==> src/rtl/spi_readout_tx.sv <==
// spi_readout_tx: SPI read transmitter that decodes a read command, drives register selects and streams bytes MSB-first with burst auto-increment.
// Optional odd-parity bit after each byte when PARITY_EN is defined.
module spi_readout_tx #(
  parameter int N_GLOBAL = 11,
  parameter int N_CH = 8,
  parameter int REGS_PER_CH = 7,
  parameter logic [7:0] FILL_BYTE = 8'h00
) (
  input  logic       sclk,
  input  logic       rst,
  input  logic       cs,
  input  logic       mosi,
  output logic       miso,
  output logic       miso_oe,
  output logic       rd_active,
  output logic [3:0] glob_sel,
  output logic [2:0] ch_sel,
  output logic [2:0] reg_sel,
  output logic [6:0] addr_cur,
  input  logic [7:0] rd_data
);
`ifdef PARITY_EN
  localparam bit PAR = 1'b1;
`else
  localparam bit PAR = 1'b0;
`endif
  localparam logic [3:0] FRAME = PAR ? 4'd8 : 4'd7;
  typedef enum logic [2:0] {IDLE, CMD, TURN, DATA, IGNORE} state_t;
  state_t state_q, state_d;
  logic [3:0] cnt_q, cnt_d, glob_q, glob_d, dg, ng;
  logic [6:0] cmd_q, cmd_d, addr_q, addr_d, a;
  logic [7:0] sh_q, sh_d, ld;
  logic [2:0] ch_q, ch_d, rg_q, rg_d, dc, dr, nc, nr;
  logic par_q, par_d, miso_q, miso_d, oe_q, oe_d, clr, load;
  assign clr = rst | ~cs;
  assign a = {cmd_q[5:0], mosi};
  assign ld = (glob_q != 4'hF || rg_q != 3'h7) ? rd_data : FILL_BYTE;
  assign load = state_q == TURN || (state_q == DATA && cnt_q == 4'd0);
  always_comb begin
    dg = 4'hF;
    dc = 3'h7;
    dr = 3'h7;
    if (a < 7'(N_GLOBAL)) dg = a[3:0];
    else
      for (int c = 0; c < N_CH; c++)
        if (a >= 7'(N_GLOBAL + c * REGS_PER_CH) && a < 7'(N_GLOBAL + (c + 1) * REGS_PER_CH)) begin
          dc = 3'(c);
          dr = 3'(a - 7'(N_GLOBAL + c * REGS_PER_CH));
        end
  end
  // Burst advance walks the map incrementally instead of re-dividing the address
  always_comb begin
    ng = 4'hF;
    nc = 3'h7;
    nr = 3'h7;
    if (glob_q != 4'hF) begin
      if (glob_q == 4'(N_GLOBAL - 1)) begin
        nc = 3'd0;
        nr = 3'd0;
      end else ng = glob_q + 4'd1;
    end else if (rg_q != 3'h7) begin
      if (rg_q != 3'(REGS_PER_CH - 1)) begin
        nc = ch_q;
        nr = rg_q + 3'd1;
      end else if (ch_q != 3'(N_CH - 1)) begin
        nc = ch_q + 3'd1;
        nr = 3'd0;
      end
    end else if (addr_q == 7'h7F) ng = 4'd0;
  end
  always_comb begin
    state_d = state_q;
    cnt_d = cnt_q;
    cmd_d = cmd_q;
    sh_d = sh_q;
    par_d = par_q;
    miso_d = miso_q;
    oe_d = oe_q;
    addr_d = addr_q;
    glob_d = glob_q;
    ch_d = ch_q;
    rg_d = rg_q;
    if (state_q == IDLE) begin
      cmd_d = {6'd0, mosi};
      cnt_d = 4'd1;
      state_d = CMD;
    end else if (state_q == CMD) begin
      cmd_d = a;
      cnt_d = cnt_q + 4'd1;
      if (cnt_q == 4'd7) begin
        addr_d = a;
        cnt_d = 4'd0;
        state_d = cmd_q[6] ? TURN : IGNORE;
        glob_d = cmd_q[6] ? dg : glob_q;
        ch_d = cmd_q[6] ? dc : ch_q;
        rg_d = cmd_q[6] ? dr : rg_q;
      end
    end else if (load) begin
      sh_d = ld;
      miso_d = ld[7];
      par_d = ~^ld;
      oe_d = 1'b1;
      cnt_d = FRAME;
      state_d = DATA;
    end else if (state_q == DATA) begin
      sh_d = sh_q << 1;
      miso_d = (PAR && cnt_q == 4'd1) ? par_q : sh_q[6];
      cnt_d = cnt_q - 4'd1;
      if (cnt_q == 4'd1) begin
        addr_d = addr_q + 7'd1;
        glob_d = ng;
        ch_d = nc;
        rg_d = nr;
      end
    end
  end
  always_ff @(posedge sclk or posedge clr)
    if (clr) begin
      state_q <= IDLE;
      cnt_q <= 4'd0;
      cmd_q <= 7'd0;
      sh_q <= 8'd0;
      par_q <= 1'b0;
      miso_q <= 1'b0;
      oe_q <= 1'b0;
      addr_q <= 7'd0;
      glob_q <= 4'hF;
      ch_q <= 3'h7;
      rg_q <= 3'h7;
    end else begin
      state_q <= state_d;
      cnt_q <= cnt_d;
      cmd_q <= cmd_d;
      sh_q <= sh_d;
      par_q <= par_d;
      miso_q <= miso_d;
      oe_q <= oe_d;
      addr_q <= addr_d;
      glob_q <= glob_d;
      ch_q <= ch_d;
      rg_q <= rg_d;
    end
  assign miso = miso_q;
  assign miso_oe = oe_q;
  assign rd_active = state_q == TURN || state_q == DATA;
  assign glob_sel = glob_q;
  assign ch_sel = ch_q;
  assign reg_sel = rg_q;
  assign addr_cur = addr_q;
endmodule

==> config.mk <==
export PLATFORM = sky130hd
export DESIGN_NAME = spi_readout_tx
export DESIGN_NICKNAME = d
export VERILOG_FILES = /design/src/rtl/spi_readout_tx.sv
export SDC_FILE = /design/constraint.sdc
export NUM_CORES = 1
export LEC_CHECK = 0
export ABC_AREA = 1
export CORE_MARGIN = 2
export CORE_UTILIZATION = 40
export DETAILED_ROUTE_END_ITERATION = 10
export GPL_ROUTABILITY_DRIVEN = 0
export SYNTH_ARGS = -nofsm -noshare
export SYNTH_HDL_FRONTEND = slang
export SYNTH_SLANG_ARGS = --single-unit
==> constraint.sdc <==
create_clock -name sclk -period 8.8 [get_ports sclk]
set_input_delay 1.76 -clock sclk [delete_from_list [all_inputs] [get_ports sclk]]
set_output_delay 1.76 -clock sclk [all_outputs]
set_load 0.05 [all_outputs]
## Word level (Yosys, flattened, before mapping)

Cells that the tools add are included.

- Register bits: 40
- Output and inout bits: 20

- Bitwise logic cells: 4
- Equality and inequality tests: 16
- Add/subtract/negate cells: 14
- Multiplexer cells: 72
- Reduce and logical (&&, ||, !) cells: 26
- $lt $le $gt $ge: 17

Operators by type and width:

| cell | number |
|---|---|
| $mux W3 | 44 |
| $mux W4 | 16 |
| $mux W7 | 9 |
| $ge A7 B6 Y1 const B | 5 |
| $lt A7 B6 Y1 const B | 5 |
| $ge A7 B5 Y1 const B | 2 |
| $lt A7 B5 Y1 const B | 2 |
| $sub A3 B3 Y3 const B | 4 |
| $logic_and A1 B1 Y1 | 9 |
| $ne A3 B3 Y1 const B | 3 |
| $add A4 B1 Y4 const B | 2 |
| $mux W8 | 1 |
| $reduce_bool A2 Y1 | 4 |
| $add A7 B1 Y7 const B | 1 |
| $eq A7 B7 Y1 const B | 1 |
| $ge A7 B4 Y1 const B | 1 |
| $lt A7 B4 Y1 const B | 1 |
| $lt A7 B7 Y1 const B | 1 |
| $reduce_and A7 Y1 | 1 |
| $add A3 B1 Y3 const B | 2 |
| $eq A3 B2 Y1 const B | 2 |
| $reduce_and A3 Y1 | 2 |
| $reduce_and A6 Y1 | 1 |
| $sub A3 B1 Y3 const B | 2 |
| other kinds (21) | 28 |

## Logic depth before layout (Yosys ltp)

- Depth in word-level cells: 14
- Gate-level depth with buffers: 18
- Gate-level depth less buffers: 17

## Worst setup path after synthesis

OpenSTA, ideal clock, no wires.

- Path type: input -> register
- Start: input mosi
- End: register rg_q[1], in the netlist reg_sel[1]
- Slack: 5928 ps
- Library setup time: 61 ps
- Arrival time: 2812 ps
- Stages: 13
- Path buffers: 0
- Data required time: 8739 ps
- Cells stage by stage: inv_1 ha_1 nand3_1 nand2_1 nand2_1 nor3b_1 o21ai_0 nand2_1 nand2_1 nand2_1 nand2_1 nand2_1 nand2_1

- Cells in the longest elaborated chain, start to end: 14

RTL lines:

| item | line | RTL |
|---|---|---|
| start: declaration | 12 | `input logic mosi,` |
| $ge A7 B4 Y1 or $lt A7 B5 Y1 (tied branches) | 46 | `if (a >= 7'(N_GLOBAL + c * REGS_PER_CH) && a < 7'(N_GLOBAL + (c + 1) * REGS_PER_CH)) begin` |
| $logic_and A1 B1 Y1 | 46 |  |
| $mux W3 (8 in a row) | 46 |  |
| $mux W3 (*) | 43 | `if (a < 7'(N_GLOBAL)) dg = a[3:0];` |
| $mux W3 (*) | 96 | `rg_d = cmd_q[6] ? dr : rg_q;` |
| $mux W3 (*) | 90 | `if (cnt_q == 4'd7) begin` |
| $mux W3 (*) | 87 | `end else if (state_q == CMD) begin` |
| end signal: assignment | 141 | `rg_q <= rg_d;` |
| end: declaration | 33 | `logic [2:0] ch_q, ch_d, rg_q, rg_d, dc, dr, nc, nr;` |

Mark *: on every way between the ends. The rest lies on a longest branch, timed or not. The select of a mux whose other input is x is not followed.
A chain may end at the register's enable or synchronous reset.

## Worst setup path in the final report

- Start: register state_q[2]
- End: output rd_active

- Cells in the longest elaborated chain, start to end: 2

RTL lines:

| item | line | RTL |
|---|---|---|
| start: declaration | 29 | `state_t state_q, state_d;` |
| start signal: assignment | 131 | `state_q <= state_d;` |
| $eq A3 B2 Y1 | 145 | `assign rd_active = state_q == TURN \|\| state_q == DATA;` |
| $logic_or A1 B1 Y1 (*) | 145 |  |
| end: declaration | 15 | `output logic rd_active,` |

Mark *: on every way between the ends. The rest lies on a longest branch, timed or not.

==> results by group <==
Worst setup path
  – CP max stage cell: clkdlybuf4s50_1
  – CP max FO: 9
  – WP depth: 2
  – Critical-path cell list: nor2_2, clkdlybuf4s50_1
  – Crit path launch type: flip-flop
  – Worst Setup End Kind: output port
  – Critical path class: flip-flop to output port
  – Critical Path RT: 7.04 ns
  – Reg2reg path depth: 14
  – CP delay by family, top: buffers and inverters
  – Crit path arrival time: 2.01 ns
  – Worst path bufs/invs: 1
  – Max incr delay on CP: 0.88 ns

Run
  – Max-cap viol count: 0

Pwr
  – LEAKAGE: 0.00163 µW
  – PD cells: 387 nW/µm²
  – IR drop worst, VDD: 0.183 mV
  – Pwr Total: 1330 µW

Yosys
  – Post-synth top area share: 25.6%
  – Post-synth EDFFs: 0
  – Simple logic cell fraction of the synthesized area: 26.9%
  – Largest family of logic cells by synthesized area: simple AND/OR/NAND/NOR gates
  – Mux contribution to synthesized area: 0%
  – Post-Syn Area: 2930 µm²
  – Synth Area per Inst: 7.36 µm²
  – Syn nets: 429
  – Synth area leaders: dfrtp_1 26%, nand2_1 13%, dfstp_2 9.0%
  – Adder-cell share of the synthesized area: 8.11%
  – Post-synth cell types: 40
  – Post-synthesis sequential area ratio: 34.6%
  – Register bit count reported by yosys: 40
  – Yosys warns: 0
  – Cells after Synth: 398
  – Yosys top cell by area: dfrtp_1
  – Top FF cell, synth: dfrtp_1
  – Synth Area in Compound Gates: 19.6%
  – XOR/XNOR Fraction of Synth Area: 2.69%
  – Async S/R FF share, synth: 100%

Route
  – Final wirelength: 7080 µm
  – Met3 wire length: 222 µm
  – Routed via count: 2733
  – Wire per inst: 13.4 µm
  – # DRC: 0
  – M1 WL: 3550 µm
  – DR WL met2: 3220 µm
  – Highest Signal Layer: met4
  – Detailed Routing Iterations Pass 1: 4
  – DRT iter0 DRCs: 165
  – Antenna viol nets, final: 0
  – Avg Vias per Cell: 5.16

Floorplanning
  – Die width: 89.6 µm
  – IO Pins: 32
  – Num rows: 31
  – Die Ht: 89.6 µm
  – Starting density of the core: 40.8%
  – Full die area: 8030 µm²
  – CORE AREA: 7180 µm²

STA
  – RSZ-0062 raised after global routing: no
  – Setup-failing EPs final: 0
  – Fin Clk Skew: 0.00562 ns
  – Final hold vios: 0
  – Fin. max-slew vios: 0
  – Fin crit period: 3.77 ns
  – Worst slew pin tran: 0.517 ns
  – Setup TNS: 0 ns
  – Final Cycle Share: 42.8%
  – Max-slew headroom: 65.5%
  – Max Fclk: 265 MHz

Cells and area
  – Footprint of the multi-input gates: 1690 µm²
  – Post-layout util: 47.9%
  – Area delta synth->final: 17.3%
  – Post-Layout Cell Count: 530
  – Ratio of cells with drive above 1 in the final layout: 8.58%
  – Final net count: 461
  – Storage cell area: 1010 µm²
  – Number of antenna diodes: 0
  – Number of fill cells: 718

Clock network
  – Post-CTS Setup Inserts: 0
  – CTS tree: done
  – Clk_lat worst skew: 0.29 ns
  – CTS Buf Count: 5
  – Worst-path clk slew: 0.08 ns
  – Clock buffer depth: 2
  – CTS Root Cell: clkbuf_8
  – H-tree levels: 2
  – Post-CTS Resized: 0
  – Hold_buf cts: 0
  – Clock sinks: 40

GRT
  – Global-route wire length before repair: 12200 µm
  – Congestion Overflow GR: 0
  – Largest net degree at the start of global routing: 41
  – Total track usage: 19.4%
  – Antenna violations before repair: 0
  – Vias in the first global route: 2604

Place
  – HPWL after detailed placement: 5270 µm
  – I/O Buffers: 31
  – Placed instance count: 522

Min path
  – Min-Delay Path Class: flip-flop to flip-flop
  – Hold Path Cell Cnt: 2

Status
  – Status: finished clean
[kinds of logic (layout without fill, tap and decap cells)]
logic type / count (synthesis) / in the layout
adder cells (fa/ha/maj): 19 / 19
AND/OR/NAND/NOR: 175 / 175
flip-flops: 40 / 40
AO/OA/AOI/OAI: 95 / 95
XOR/XNOR: 9 / 9
buffers and inverters: 60 / 93
[flip-flops by register name, summed over array words and instances, names as in the netlist]
signal / count
ch_sel: 3
glob_sel: 4
miso_oe: 1
miso: 1
cnt_q: 4
cmd_q: 7
addr_cur: 7
reg_sel: 3
state_q: 3
sh_q: 7
[synthesized netlist by cell type (all sizes together) (5+ instances only)]
cell and instances:
o21ai 34, ha 19, dfrtp 30, inv 52, nand2 103, nor2 33, nor3b 5, nand3 23
o22ai 8, a31oi 7, xor2 7, dfstp 10, a21oi 28
[layout by cell type, fill, tap and decap left out, types with 3 or more instances in the layout]
cell             netlist  layout
nand2_1              100     100
inv_1                 49      49
clkdlybuf4s50_1        0      31
dfrtp_1               30      30
nor2_1                30      29
o21ai_0               28      28
a21oi_1               25      25
nand3_1               23      23
ha_1                  19      19
dfstp_2               10      10
o22ai_1                8       8
xor2_1                 7       7
a31oi_1                6       6
clkbuf_8               0       6
nor3b_1                5       5
o21ai_1                5       5
nand4_1                4       4
o211ai_1               4       4
nor2_4                 2       3
a21oi_2                3       3
o31ai_1                3       3
o21a_1                 3       3
a22oi_1                3       3
or2_2                  3       3
[stage by stage]
| step | hold WS (ns) | setup WS (ns) | area [µm²] |
|---|---|---|---|
| final | 0.487 | 5.03 | 3440 |
| after global placement | 0.454 | 5.04 | 3350 |
| after floorplan | 0.448 | 4.80 | 2930 |
| after CTS | 0.487 | 5.01 | 3440 |
| after detailed placement | 0.461 | 5.00 | 3350 |
| after global routing | 0.499 | 4.95 | 3440 |
[final cells by class]
class,count,area share (%)
tap,99,3.60
timing repair buffer,32,9.24
sequential,40,29.5
inverter,53,5.97
clock inverter,1,0.109
multi-input combinational,298,49.1
clock buffer,7,2.51
[final timing paths]
path / startpoint / end / slack [ns]
setup / recovery: state_q[2]$_DFFE_PP0P_ / rd_active / 5.03
hold / removal: ch_sel[1]$_DFFE_PP1P_ / ch_sel[1]$_DFFE_PP1P_ / 0.49
hold reg to reg: ch_sel[1]$_DFFE_PP1P_ / ch_sel[1]$_DFFE_PP1P_ / 0.49
setup reg to reg: cmd_q[1]$_DFFE_PP0P_ / reg_sel[0]$_DFFE_PP1P_ / 6.46
min in group asynchronous: rst / addr_cur[6]$_DFFE_PP0P_ / 2.00
max in group asynchronous: cs / reg_sel[0]$_DFFE_PP1P_ / 6.40
[where the power goes]
part           switching (µW)  internal (µW)
sequential               99.4            284
combinational             537            283
clock                    65.5           62.9
total                     702            629
[routing by layer]
layer	GRT usage, %	up-vias
met5	0	-
li1	-	1394
met3	3.29	8
met4	5.29	0
met2	30.5	53
met1	27.5	1278
[worst reg2reg max path: stages (launching register included)]
cell and delay, ns:
dfrtp_1 0.58, inv_1 0.27, ha_1 0.25, nand2_1 0.06, nand2_1 0.07, a21oi_1 0.23, nand2_1 0.18, o21ai_0 0.20
nand2_1 0.07, nand2_1 0.06, nand2_1 0.05, nand3_1 0.07, o211ai_1 0.11, nand2_1 0.07, nand2_1 0.04
(Power assumes the default switching activity.)
==> edit 1 (same settings) <==
Take the reset off `addr_q` and load it in a clocked block of its own.
--- a/src/rtl/spi_readout_tx.sv
+++ b/src/rtl/spi_readout_tx.sv
@@ -123,7 +123,6 @@
       par_q <= 1'b0;
       miso_q <= 1'b0;
       oe_q <= 1'b0;
-      addr_q <= 7'd0;
       glob_q <= 4'hF;
       ch_q <= 3'h7;
       rg_q <= 3'h7;
@@ -135,11 +134,14 @@
       par_q <= par_d;
       miso_q <= miso_d;
       oe_q <= oe_d;
-      addr_q <= addr_d;
       glob_q <= glob_d;
       ch_q <= ch_d;
       rg_q <= rg_d;
     end
+
+  always_ff @(posedge sclk) begin
+    addr_q <= addr_d;
+  end
   assign miso = miso_q;
   assign miso_oe = oe_q;
   assign rd_active = state_q == TURN || state_q == DATA;
Function: changed (a bounded check fails within 10 cycles, from zero or initial values; the reset may be asserted at any time).
==> edit 1 against the unedited design <==
Global-route usage fell by 0.15 points; design area fell by 2.2%; die area fell by 3.2%; synthesized area fell by 3.4%; synthesized cell count fell by 3.8%; combinational power fell by 6.0%; routed wire length fell by 3.3%; sequential cell count did not move; maximum frequency fell by 6.5%; first-iteration DRC count fell by 45%; count of clock-buffer cells in the layout did not move; worst setup slack got worse by 260 ps; register-to-register slack barely moved; total power fell by 1.4%; critical path type unchanged; largest power group unchanged; highest routed layer unchanged.
==> edit 1: results (changes against the unedited design) <==
| Metric | Value |
|---|---|
| Area contributors post-synth | `dfrtp_1, nand2_1, dfstp_2, ha_1, edfxtp_1` |
| R2R cell count | `9 (-5)` |
| Drt first-iter violations | `90 (-45%)` |
| Net Count, Synth | `414 (-3.5%)` |
| EDFF count, synth | `7 (+7)` |
| Syn Inst Count | `383 (-3.8%)` |
| Hold Path Sink | `miso_oe$_DFFE_PP0P_` |
| Share of layout cells above drive strength 1 | `8.17% (-0.41 points)` |
| Finished Layout Cells | `512 (-3.4%)` |
| Met3 usage | `3.68% (+0.39 points)` |
| Largest net degree at the start of global routing | `34 (-17%)` |
| Placed cell areas | `0.00324 sq mm (-3.3%)` |
| Global-route wire length before repair | `11,800 microns (-3.8%)` |
| FILL cells | `709 (-1.3%)` |
| Critical Path Max Stage Delay | `930 ps (+50 ps)` |
| Status | `completed` |
| Tightest Pin Transition | `706 ps (+189 ps)` |
| Place WS | `5030 ps (+29.3 ps)` |
| Layout net count | `446 (-3.3%)` |
| Worst vdd ir | `0.171 mV (-6.2%)` |
| Met1 Use GR | `26.2% (-1.3 points)` |
| Yosys cell types | `35 (-13%)` |
| Vias in the first global route | `2,493 (-4.3%)` |
| Worst EP arrival | `2270 ps (+260 ps)` |
| Leakage dissipation | `1.61 nW (-1.2%)` |
| Clock Latency Late Sink | `290 ps (about the same)` |
| RR Endpoint | `ch_sel[0]$_DFFE_PP1P_` |
| Reg2reg start | `cnt_q[0]$_DFFE_PP0P_` |
| WHS | `481 ps (-6.73 ps)` |
| Post-synth ARST share | `82.5% (-18 points)` |
| Leading cell types by count after synthesis | `nand2_1, inv_1, nor2_1` |
| DP HPWL | `5150 microns (-2.3%)` |
edit 1: cell type report:
class | count | area [sq um] | area share [%]
multi-input cells | 291 | 1580 | 47.0
flip-flops and latches | 40 | 1050 | 31.2
repair buffers | 32 | 318 | 9.45
inverters | 45 | 169 | 5.02
well taps | 96 | 120 | 3.57
clock buffers | 7 | 96.3 | 2.86
clock inverters | 1 | 30.0 | 0.893
edit 1: worst reg2reg max path: cells and delay by family (launching register included):
family / cells / cell delay (ps)
compound gates: 3 / 660
buf+inv: 1 / 100
fa+ha+maj: 1 / 260
flops: 1 / 430
simple gates: 4 / 840
edit 1: logic make-up (layout without fill, tap and decap cells):
family                     after synthesis  in the layout  share of synthesized area (%)
AOI/OAI and AO/OA                       73             73                           15.4
xor gates and xnor gates                 9              9                           2.78
adders and majority gates               19             19                           8.40
buffers and inverters                   52             85                           7.20
DFF                                     40             40                           37.0
and+or+nand+nor                        190            190                           29.2
edit 1: worst max-delay path by stage:
stage | start | slack (ps) | to
after CTS | state_q[1]$_DFFE_PP0P_ | 4770 | rd_active
final | state_q[1]$_DFFE_PP0P_ | 4770 | rd_active
after global placement | mosi | 5060 | reg_sel[2]$_DFFE_PP1P_
after detailed placement | mosi | 5030 | reg_sel[1]$_DFFE_PP1P_
after global routing | state_q[1]$_DFFE_PP0P_ | 4620 | rd_active
after floorplan | cs | 5230 | cmd_q[0]$_DFFE_PP0P_
edit 1: metal layers:
layer	vias up	part of all wire (%)
met3	4	3.1
li1	1345	-
met5	-	0
met4	0	0.64
met2	42	47
met1	1257	49
edit 1: where the power goes:
group          internal (mW)  leakage, nW  switching [mW]  total [mW]
registers              0.286        0.455          0.0890       0.375
clock network          0.100       0.0645          0.0665       0.167
logic                  0.262         1.09           0.509       0.770
==> edit 2 (same flow settings) <==
Without the edit above. `N_CH`: 8 -> 10.
--- a/src/rtl/spi_readout_tx.sv
+++ b/src/rtl/spi_readout_tx.sv
@@ -2,7 +2,7 @@
 // Optional odd-parity bit after each byte when PARITY_EN is defined.
 module spi_readout_tx #(
   parameter int N_GLOBAL = 11,
-  parameter int N_CH = 8,
+  parameter int N_CH = 10,
   parameter int REGS_PER_CH = 7,
   parameter logic [7:0] FILL_BYTE = 8'h00
 ) (
Behaviour: not the same (a bounded check fails within 10 cycles, from zero or initial values).
==> edit 2 against the unedited design <==
Synthesized area increased by 3.8%; global-route usage increased by 0.16 points; total power increased by 15%; sequential share of layout area decreased by 0.87 points; design area increased by 3.1%; sequential cell count unchanged; routed wire length increased by 7.9%; non-clock buffer count unchanged; worst setup slack got worse by 220 ps; critical path type unchanged.
==> edit 2: results (changes against the unedited design) <==
| Metric | Value |
|---|---|
| Status | `completed` |
| Worst vdd ir | `0.155 mV (-15%)` |
| Finished Layout Cells | `554 (+4.5%)` |
| Yosys warning count | `0 (unchanged)` |
| Initial antenna violation count | `0 (unchanged)` |
| Worst EP arrival | `2230 ps (+220 ps)` |
| Post-synth ARST share | `100% (unchanged)` |
| DR WL/cell | `13.8 microns (+3.3%)` |
| Critical Path Max Stage Delay | `920 ps (+40 ps)` |
| Slowest CP cell | `clkdlybuf4s50_1` |
| Slew HR | `43.2% (-22 points)` |
| DP HPWL | `5820 microns (+10%)` |
| H-tree depth | `2 (unchanged)` |
| Total CTS buffers | `5 (unchanged)` |
| R2R cell count | `11 (-3)` |
| Layout net count | `485 (+5.2%)` |
| R2R setup slack | `6410 ps (-50 ps)` |
| Total track usage | `19.5% (+0.16 points)` |
| Largest net degree at the start of global routing | `41 (unchanged)` |
| Vias per inst | `5.22 (+1.3%)` |
| Critical path class | `reg -> out` |
| Top Layer Used | `met4` |
| Global-route wire length before repair | `13,400 microns (+9.6%)` |
| DR WL met2 | `3670 microns (+14%)` |
| Syn Area/Cell | `7.21 sq um (-2.1%)` |
| Leakage dissipation | `1.67 nW (+2.4%)` |
| RR Endpoint | `ch_sel[1]$_DFFE_PP1P_` |
| DR pass1 iterations | `4 (unchanged)` |
| Post-placement cell count | `546 (+4.6%)` |
| Antenna cells | `0 (unchanged)` |
| Vias in the first global route | `2,932 (+13%)` |
| CTS root buf | `clkbuf_8` |
| WHS Path Cells | `1 (-1)` |
| Metal-1 WL | `3460 microns (-2.6%)` |
| Crit Path Max Fanout | `15 (+6)` |
| Clock Latency Late Sink | `~300 ps` |
| Clk_skew | `9.37 ps (+3.75 ps)` |
| Yosys cell types | `38 (-5.0%)` |
| CTS Buffer Depth | `2 (unchanged)` |
| Worst min-delay path class | `reg -> reg` |
| Reg2reg start | `state_q[2]$_DFFE_PP0P_` |
| Routed wl met3 | `363 microns (+64%)` |
| Resize count post-CTS | `0 (unchanged)` |
| Area contributors post-synth | `dfrtp_1, nand2_1, dfstp_2, ha_1, o21ai_0` |
| EDFF count, synth | `0 (unchanged)` |
| Number of post-CTS setup repair buffers | `0 (unchanged)` |
| Share of layout cells above drive strength 1 | `9.45% (+0.87 points)` |
| Leading cell types by count after synthesis | `nand2_1, inv_1, o21ai_0` |
| Net Count, Synth | `453 (+5.6%)` |
| Reg clk slew, reported paths | `80 ps (about the same)` |
| Drt first-iter violations | `137 (-17%)` |
| Sequential fraction of the synthesis area | `33.3% (-1.3 points)` |
| Port Buf Inserts | `31 (unchanged)` |
| CP endpoint | `rd_active` |
==> edit 2: cell count changes after synthesis, sizes merged, moves of 2 or more <==
cell,before,now
o211ai,4,6
nor4,0,3
nor2,33,39
a21oi,28,19
nand2,103,109
a41oi,0,2
nor3b,5,2
o22ai,8,6
o21ai,34,47
nand3,23,30
o31ai,3,1
xnor2,2,4
nand4,4,6
==> edit 2: critical path: cells and delay by family, from the launching register on <==
family,cells,cell delay [ps]
DFF,1,470
buffers and inverters,1,920
and+or+nand+nor,1,540
==> edit 2: per-layer routing <==
metal | vias to the layer above | global-route usage, %
met4 | 0 | 7.45
met2 | 75 | 33.1
met5 | - | 0
met3 | 15 | 3.15
met1 | 1333 | 24.9
li1 | 1470 | -
==> edit 2: cells by family after synthesis <==
kind of cell	after synthesis	share of synthesized area, %
fa+ha+maj	19	7.82
compound gates	97	18.4
xor+xnor	10	2.88
simple gates	195	29.7
flops	40	33.3
buf+inv	61	7.82
==> edit 2: final cells by class <==
type / instances / area, sq um
Tap cell: 99 / 124
Inverter: 54 / 205
Clock inverter: 2 / 12.5
Multi-Input combinational cell: 321 / 1800
Clock buffer: 6 / 72.6
Fill cell: 790 / 3750
Timing Repair Buffer: 32 / 318
Sequential cell: 40 / 1010
==> edit 2: worst min-delay path by stage <==
stage                                   start                  end
after floorplan           sh_q[5]$_DFFE_PP0P_  sh_q[5]$_DFFE_PP0P_
after global placement    miso_oe$_DFFE_PP0P_  miso_oe$_DFFE_PP0P_
after detailed placement  miso_oe$_DFFE_PP0P_  miso_oe$_DFFE_PP0P_
after CTS                 miso_oe$_DFFE_PP0P_  miso_oe$_DFFE_PP0P_
after global routing      miso_oe$_DFFE_PP0P_  miso_oe$_DFFE_PP0P_
final                     miso_oe$_DFFE_PP0P_  miso_oe$_DFFE_PP0P_
==> edit 2: stage by stage <==
step	cell area, sq um	hold WS, ps	worst slack, ps
2_1_floorplan	3040	448	4800
3_3_place_gp	3460	456	4860
3_5_place_dp	3460	464	4780
4_1_cts	3540	485	4800
5_1_grt	3540	496	4710
6_report	3540	476	4810
==> edit 2: report_power, final <==
group          internal, mW  leakage [nW]  switching (mW)  total [mW]
clock                0.0555        0.0412          0.0679       0.123
sequential            0.288         0.480           0.106       0.395
combinational         0.355          1.15           0.657        1.01
total                 0.699          1.67           0.830        1.53
